==> src/rtl/box_fill_engine.sv <==
// Rasters a solid or outline rectangle into a valid/ready framebuffer write port.
// Optional abort input is compiled in when BOX_FILL_ABORT_EN is defined.
module box_fill_engine #(
  parameter int unsigned X_W   = 8,
  parameter int unsigned Y_W   = 7,
  parameter int unsigned COL_W = 3
) (
  input  logic             clk,
  input  logic             resetn,
  input  logic             start,
  input  logic             mode,
  input  logic [X_W-1:0]   x_left,
  input  logic [X_W-1:0]   x_right,
  input  logic [Y_W-1:0]   y_top,
  input  logic [Y_W-1:0]   y_bottom,
  input  logic [COL_W-1:0] colour,
  input  logic             wr_ready,
`ifdef BOX_FILL_ABORT_EN
  input  logic             abort,
`endif
  output logic             wr_en,
  output logic [X_W-1:0]   x_out,
  output logic [Y_W-1:0]   y_out,
  output logic [COL_W-1:0] col_out,
  output logic             busy,
  output logic             done
);

  typedef enum logic [1:0] {
    StIdle  = 2'd0,
    StWrite = 2'd1,
    StDone  = 2'd2
  } state_e;

  state_e             state_q, state_d;
  logic               mode_q, mode_d;
  logic [X_W-1:0]     xl_q, xl_d;
  logic [X_W-1:0]     xr_q, xr_d;
  logic [Y_W-1:0]     yt_q, yt_d;
  logic [Y_W-1:0]     yb_q, yb_d;
  logic [X_W-1:0]     x_q, x_d;
  logic [Y_W-1:0]     y_q, y_d;
  logic [COL_W-1:0]   col_q, col_d;
  logic               wr_en_q, wr_en_d;
  logic               busy_q, busy_d;
  logic               done_q, done_d;

  logic               abort_req;
  logic               accept;
  logic               last_pix;
  logic               row_end;
  logic               interior_row;
  logic [X_W-1:0]     xl_n, xr_n;
  logic [Y_W-1:0]     yt_n, yb_n;

`ifdef BOX_FILL_ABORT_EN
  assign abort_req = abort;
`else
  assign abort_req = 1'b0;
`endif

  // Normalised corners of the incoming request.
  assign xl_n = (x_left <= x_right) ? x_left : x_right;
  assign xr_n = (x_left <= x_right) ? x_right : x_left;
  assign yt_n = (y_top <= y_bottom) ? y_top : y_bottom;
  assign yb_n = (y_top <= y_bottom) ? y_bottom : y_top;

  assign accept       = wr_en_q & wr_ready;
  assign row_end      = (x_q == xr_q);
  assign last_pix     = row_end && (y_q == yb_q);
  assign interior_row = (y_q != yt_q) && (y_q != yb_q);

  always_comb begin
    state_d = state_q;
    mode_d  = mode_q;
    xl_d    = xl_q;
    xr_d    = xr_q;
    yt_d    = yt_q;
    yb_d    = yb_q;
    x_d     = x_q;
    y_d     = y_q;
    col_d   = col_q;
    wr_en_d = wr_en_q;
    busy_d  = busy_q;
    done_d  = 1'b0;

    unique case (state_q)
      StIdle: begin
        if (start) begin
          mode_d  = mode;
          xl_d    = xl_n;
          xr_d    = xr_n;
          yt_d    = yt_n;
          yb_d    = yb_n;
          x_d     = xl_n;
          y_d     = yt_n;
          col_d   = colour;
          wr_en_d = 1'b1;
          busy_d  = 1'b1;
          state_d = StWrite;
        end
      end
      StWrite: begin
        // A write accepted on the aborting edge has already landed; just stop issuing.
        if (abort_req || (accept && last_pix)) begin
          wr_en_d = 1'b0;
          busy_d  = 1'b0;
          done_d  = 1'b1;
          state_d = StDone;
        end else if (accept) begin
          if (row_end) begin
            x_d = xl_q;
            y_d = y_q + 1'b1;
          end else if (mode_q && interior_row) begin
            // Outline interior rows only touch the two edge columns.
            x_d = xr_q;
          end else begin
            x_d = x_q + 1'b1;
          end
        end
      end
      StDone: begin
        state_d = StIdle;
      end
      default: begin
        state_d = StIdle;
        wr_en_d = 1'b0;
        busy_d  = 1'b0;
      end
    endcase
  end

  always_ff @(posedge clk or negedge resetn) begin
    if (!resetn) begin
      state_q <= StIdle;
      mode_q  <= 1'b0;
      xl_q    <= '0;
      xr_q    <= '0;
      yt_q    <= '0;
      yb_q    <= '0;
      x_q     <= '0;
      y_q     <= '0;
      col_q   <= '0;
      wr_en_q <= 1'b0;
      busy_q  <= 1'b0;
      done_q  <= 1'b0;
    end else begin
      state_q <= state_d;
      mode_q  <= mode_d;
      xl_q    <= xl_d;
      xr_q    <= xr_d;
      yt_q    <= yt_d;
      yb_q    <= yb_d;
      x_q     <= x_d;
      y_q     <= y_d;
      col_q   <= col_d;
      wr_en_q <= wr_en_d;
      busy_q  <= busy_d;
      done_q  <= done_d;
    end
  end

  assign wr_en   = wr_en_q;
  assign x_out   = x_q;
  assign y_out   = y_q;
  assign col_out = col_q;
  assign busy    = busy_q;
  assign done    = done_q;

endmodule

==> config.mk <==
export PLATFORM = sky130hd
export DESIGN_NAME = box_fill_engine
export DESIGN_NICKNAME = d
export VERILOG_FILES = /design/src/rtl/box_fill_engine.sv
export SDC_FILE = /design/constraint.sdc
export NUM_CORES = 1
export LEC_CHECK = 0
export CAP_MARGIN = 20
export CORE_MARGIN = 4
export CORE_UTILIZATION = 41
export DETAILED_ROUTE_END_ITERATION = 10
export GPL_ROUTABILITY_DRIVEN = 0
export REMOVE_ABC_BUFFERS = 1
export SLEW_MARGIN = 20
export SYNTH_ARGS = -nofsm -noshare
export SYNTH_HDL_FRONTEND = slang
export SYNTH_SLANG_ARGS = --single-unit
==> constraint.sdc <==
create_clock -name clk -period 3.1 [get_ports clk]
set_clock_uncertainty 0.2 [all_clocks]
set_input_delay 0.93 -clock clk [delete_from_list [all_inputs] [get_ports clk]]
set_output_delay 0.93 -clock clk [all_outputs]
set_load 0.01 [all_outputs]
==> summary.txt <==
Yosys
  • Post-Syn Instances: 385
  • Count leader, synth: nand2_1
  • Ys flop type: dfrtp_1
  • Cell type with the largest total area after synthesis: dfrtp_1
  • Syn_area_per_cell: 9.07 µm²
  • Post-synth top area share: 0.380
  • Synth area leaders: dfrtp_1, mux2i_1, ha_1
  • Synth warnings: 0
  • Number of synthesized flops with an enable pin: 0
  • Cell Area, Synth: 0.00349 mm²
  • Ys async rst share: 1.00
  • Number of synthesized register bits: 53
  • Post-synth top cells: nand2_1, dfrtp_1, o21ai_0
  • Register area share after synthesis: 0.380
  • Distinct cells, synth: 47

Global route
  • Largest net degree at the start of global routing: 22
  • Vias in the first global route: between 3000 and 4000
  • Initial antenna violation count: 0
  • Total grt overflow: 0
  • First-pass GRT wire length: roughly 16 mm
  • Global Route Usage Sum: 0.190

Min path
  • Critical hold path startpoint: col_out[1]
  • Worst hold-check path type: register to register
  • WHS Endpoint: col_out[1]
  • Worst hold stages: 2

Power and ir drop
  • Worst vdd ir: between 0.2 and 0.25 mV
  • Power per cell area: 657 mW/mm²
  • Pleak: 0.00212 µW

Route
  • Drt pass-1 iters: 4
  • WL final: 8.99 mm
  • Starting DRT DRC Count: between 150 and 200
  • Routed len/inst: about 15 µm
  • Total number of vias: 3163
  • DRC: 0
  • Antenna-violating nets left: 0
  • Vias per std cell: 5.32

Floorplanning
  • Height of the die: roughly 100 µm
  • DIE AREA: roughly 0.010 mm²
  • Row cnt: 33
  • Initial Util: 0.423
  • Core box area: 0.00826 mm²
  • I/O Pins: between 50 and 60
  • Chip width: about 100 µm

Clocking
  • Worst-Skew Late Latency: 0.31 ns
  • Cts-stage hold buffer count: 0
  • Sink Count: between 50 and 60
  • Clk pin slew, worst setup/hold paths: approximately 0.10 ns
  • CTS tree: yes
  • CTS Root Cell: clkbuf_8
  • CTS max path bufs: 2
  • Htree depth: 2
  • Num CTS Buffers: 5
  • Post-CTS Setup Bufs: 0

Layout
  • Finished layout cell area: between 0.004 and 0.005 mm²
  • Area growth, synth to finish: 32.9%
  • # fillers: 821
  • Final #Nets: 544
  • Post-layout util: 0.562
  • # diodes: 0
  • Share of cells above drive strength 1: 0.165

Timing
  • Slew @ Worst Pin: 0.675 ns
  • Max Freq: 328 MHz
  • Unrepaired setup endpoints after global routing: true
  • Slew HR: 0.549
  • Hold slack final: about 0.29 ns
  • Fin crit period: 3.05 ns
  • Setup WS post-layout: between 0.05 and 0.06 ns
  • Max-slew violation count: 0
  • Tcrit/Tclk final: 0.983
  • Final hold vios: 0
  • Final setup vio count: 0

Place
  • Port Buffer Count: 58
  • DP Wirelength: 7.15 mm
  • Setup WS pre-CTS: -0.274 ns
  • Dpl cell area: 0.00453 mm²

Setup path
  • Worst R2R Path Depth: 6
  • Arr. time, crit path: around 3.0 ns
  • R2r setup slk: around 0.46 ns
  • Crit start category: input port
  • CP endpoint kind: register
  • Launch point of the worst path: x_right[7]
  • R2R Path Start: x_out[3]
  • Max FO, Critical Path: 4
  • Worst R2R End: x_out[7]
  • CP required: 3.09 ns
  • CP Class: input port to register

Job
  • Maxcap violations: 0

Run status
  • Status: complete, no violations
-- metal layers --
layer / up-vias / global-route usage / part of all wire
met1: 1485 / 0.288 / 0.50
met4: 0 / 0.0446 / 0.0083
met2: 79 / 0.283 / 0.44
met5: - / 0 / 0
met3: 6 / 0.0306 / 0.045
li1: 1593 / - / -
-- area by class of cell --
| class | instances | area (µm²) | share of cell area |
|---|---|---|---|
| clock inverters | 1 | 7.51 | 0.00162 |
| clock buffers | 7 | 76.3 | 0.0165 |
| multi-input cells | 293 | 2000 | 0.431 |
| well taps | 105 | 131 | 0.0283 |
| inverters | 18 | 67.6 | 0.0146 |
| repair buffers | 118 | 1030 | 0.222 |
| flip-flops and latches | 53 | 1330 | 0.286 |
-- layout by cell type, fill, tap and decap left out, types with 5 or more instances in the layout --
cell	instances
o32ai_1	5
xnor2_1	5
ha_1	17
inv_1	18
a21oi_1	21
nand2_1	54
xor2_1	23
a211oi_1	8
clkdlybuf4s50_1	55
and2_1	5
o21ai_0	33
o211ai_1	11
nand3_1	8
o31ai_1	7
mux2i_1	21
clkbuf_8	5
nor2_1	20
buf_4	60
dfrtp_1	53
-- critical path: stages --
cell and delay [ns]:
clkdlybuf4s50_1 0.49, inv_1 0.07, ha_1 0.31, and4_4 0.19, a21boi_1 0.13, buf_4 0.15
o32a_1 0.35, a211o_1 0.30, o221a_2 0.12
-- kinds of logic after synthesis --
logic type | Yosys count | synth area share
flip-flops | 53 | 0.380
adder cells (fa/ha/maj) | 17 | 0.0609
AND/OR/NAND/NOR | 112 | 0.150
XOR/XNOR | 28 | 0.0702
buffers and inverters | 39 | 0.0523
multiplexers | 24 | 0.0692
AO/OA/AOI/OAI | 112 | 0.218
-- metrics by stage --
step,cells,total power [µW],TNS [ns]
2_1_floorplan,364,2040,-4.14
3_3_place_gp,587,2650,-4.99
3_5_place_dp,587,2670,-6.59
4_1_cts,595,3060,0
5_1_grt,595,3300,-0.0201
6_report,595,3050,0
-- worst max path at each step --
stage / endpoint / slack, ns
floorplan: y_out[0] / -0.24
detailed placement: x_out[6] / -0.27
CTS: x_out[0] / 0.04
finish: x_out[0] / 0.05
global placement: x_out[0] / -0.26
global route: y_out[5] / -0.01
-- flip-flops by register name, indices dropped and copies added, names as in the netlist --
register / count
x_out: 8
xl_q: 8
xr_q: 8
y_out: 7
yb_q: 7
yt_q: 7
col_out: 3
state_q: 2
busy: 1
done: 1
mode_q: 1
-- what timing repair did --
action,CTS,global route
gates resized for setup,0,8
endpoints found under the hold margin,0,0
setup endpoints to repair,0,17
-- report_power, final --
part           internal, µW  switching, µW  leakage (µW)
Sequential              947            319      0.000629
Combinational           741            652       0.00145
Clock                   161            230     0.0000385
Total                  1850           1200       0.00212
(Power assumes the default switching activity.)
==> RTL edit (same flow settings) <==
Add an input register stage for `mode`, without a reset; this delays it by one clock. The other inputs are not delayed to match.
--- a/src/rtl/box_fill_engine.sv
+++ b/src/rtl/box_fill_engine.sv
@@ -31,6 +31,12 @@
     StWrite = 2'd1,
     StDone  = 2'd2
   } state_e;
+
+  logic mode_r;
+
+  always_ff @(posedge clk) begin
+    mode_r <= mode;
+  end
 
   state_e             state_q, state_d;
   logic               mode_q, mode_d;
@@ -87,7 +93,7 @@
     unique case (state_q)
       StIdle: begin
         if (start) begin
-          mode_d  = mode;
+          mode_d  = mode_r;
           xl_d    = xl_n;
           xr_d    = xr_n;
           yt_d    = yt_n;
Function: changed (a bounded check fails within 10 cycles, from zero or initial values and one cycle with resetn low).
==> RTL edit against the unedited design <==
- register-to-register slack improved by 0.09 ns
- via count up 1.7%
- sequential cell count is 1 higher
- area after synthesis grew 0.57%
- worst setup slack better by 0.040 ns
- clock power grew 30%
- cell area is 2.2% higher
- wire length grew 1.5%
- total power up 4.9%
- critical path depth did not move
- critical path type unchanged
- largest cell class unchanged
- largest power group unchanged
==> RTL edit: results (changes against the unedited design) <==
[run_status]
status = complete, no violations  ; unchanged

[timing]
whs_ns = 0.216  ; was 0.287 ns
max-slew-margin-rel = 0.527  ; was 0.549
finalCritPeriodShare = 0.970  ; was 0.983

[routing]
dr.pass1.iters = 4  ; unchanged
drtIter0Drc = 115  ; was 155
vias_per_cell = 5.41  ; was 5.32
post_drt_wl_per_cell_um = 15.3  ; was 15.1 um

[place]
placed_cells = 585  ; was 587
io_buffer_count = 58  ; unchanged
hpwl_um = 7190  ; was 7150 um

[worst_setup_path]
ff2ff_setup_slack_ns = 0.55  ; was 0.46 ns
timing.rr.start = x_out[6]  ; was x_out[3]
reg2reg_to = x_out[6]  ; was x_out[7]
ff2ff_path_depth = 6  ; unchanged
crit_fanout = 4  ; unchanged
arrival_ns = 3.00  ; was 3.03 ns

[synth]
avgSynthCellArea_um2 = 9.10  ; was 9.07 um2
ys_warn_count = 0  ; unchanged
synth.area.top_cells = dfrtp_1 38%, mux2i_1 6.6%, ha_1 6.1%  ; unchanged
yosysSeqAreaShare = 0.383  ; was 0.380
async_reset_ff_frac = 0.981  ; was 1.00
synthTopCellsByCount = 54 x nand2_1, 53 x dfrtp_1, 34 x o21ai_0  ; unchanged
synthDistinctLibCells = 48  ; was 47

[global_routing]
first_global_vias = 3119  ; was 3122
grt_first_pass_wirelength_um = 15300  ; was 15600 um
grt_usage = 0.190  ; about the same
grt_max_degree = 46  ; was 22
antenna_found_initial = 0  ; unchanged

[worst_hold_path]
hp-class = flop to flop  ; unchanged
min_to = mode_q  ; was col_out[1]
hold_depth = 2  ; unchanged
min_from = mode_r  ; was col_out[1]

[layout]
diodes = 0  ; unchanged
drive_above_1_share = 0.182  ; was 0.165
final_cells = 595  ; unchanged
final_nets = 544  ; unchanged
fillers = 751  ; was 821

[cts]
cts_root_buffer = clkbuf_8  ; unchanged
cts_buffers = 5  ; unchanged
htreeDepth = 2  ; unchanged
clock_latency_ns = 0.31  ; about the same
cts_buffer_depth = 2  ; unchanged
path_clk_slew_ns = 0.10  ; about the same

[power]
switchingPower_mw = 1.22  ; was 1.20 mW
power.leakage_nw = 2.16  ; was 2.12 nW
max-vdd-ir-drop_mv = 0.258  ; was 0.229 mV

==> RTL edit: final cells by class <==
cell class              instances  area, um2  area share
inverters                      18       67.6      0.0142
multi-input cells             293       2040       0.429
repair buffers                117       1040       0.219
flip-flops and latches         54       1350       0.284
clock buffers                   6       82.6      0.0174
well taps                     105        131      0.0277
clock inverters                 2       38.8     0.00818
==> RTL edit: worst max-delay path by stage <==
stage / from / endpoint / slack (ns)
finish: x_right[7] / x_out[0] / 0.09
detailed placement: x_right[7] / x_out[6] / -0.29
floorplan: y_bottom[1] / y_out[0] / -0.24
global route: y_bottom[1] / y_out[0] / -0.0009
global placement: x_right[1] / x_out[0] / -0.25
CTS: x_right[1] / x_out[0] / 0.03
==> RTL edit: repair_timing <==
item	in CTS	in global routing
resized for setup	0	17
buffers inserted	0	2
setup endpoints to repair	0	25
==> RTL edit: power groups by stage <==
stage          Sequential (mW)  Combinational, mW  Clock [mW]
2_1_floorplan             1.26              0.793           0
3_3_place_gp              1.28               1.37           0
3_5_place_dp              1.29               1.40           0
4_1_cts                   1.28               1.41       0.522
5_1_grt                   1.32               1.58       0.552
6_report                  1.28               1.42       0.507
==> RTL edit: kinds of logic after synthesis <==
| kind of cell | count (synthesis) | synth area share |
|---|---|---|
| muxes | 24 | 0.0688 |
| and+or+nand+nor | 112 | 0.149 |
| adders and majority gates | 17 | 0.0606 |
| xor gates and xnor gates | 28 | 0.0698 |
| buffers and inverters | 39 | 0.0520 |
| DFF | 54 | 0.383 |
| AOI/OAI and AO/OA | 112 | 0.216 |
==> RTL edit: through the flow <==
| stage | total power, mW | worst slack [ns] | utilization | area, um2 | TNS, ns |
|---|---|---|---|---|---|
| after floorplan | 2.05 | -0.237 | - | 3400 | -4.14 |
| after global placement | 2.66 | -0.249 | 0.550 | 4540 | -4.58 |
| after detailed placement | 2.69 | -0.292 | 0.550 | 4540 | -6.73 |
| after CTS | 3.21 | 0.0272 | 0.565 | 4660 | 0 |
| after global routing | 3.45 | -0.000949 | 0.574 | 4740 | -0.000949 |
| final | 3.20 | 0.0944 | 0.574 | 4740 | 0 |
==> RTL edit: critical path: stages <==
cell and delay [ns]:
clkdlybuf4s50_1 0.48, inv_1 0.06, ha_1 0.31, and4_4 0.19, a21boi_2 0.16, buf_4 0.15
o32a_1 0.30, a211o_1 0.29, o221a_2 0.12
==> RTL edit: metal layers <==
layer	up-vias	track usage	routed length (um)
met5	-	0	0
met4	0	0.0497	92
met3	7	0.0173	272
met2	57	0.305	4300
met1	1550	0.275	4450
li1	1604	-	-
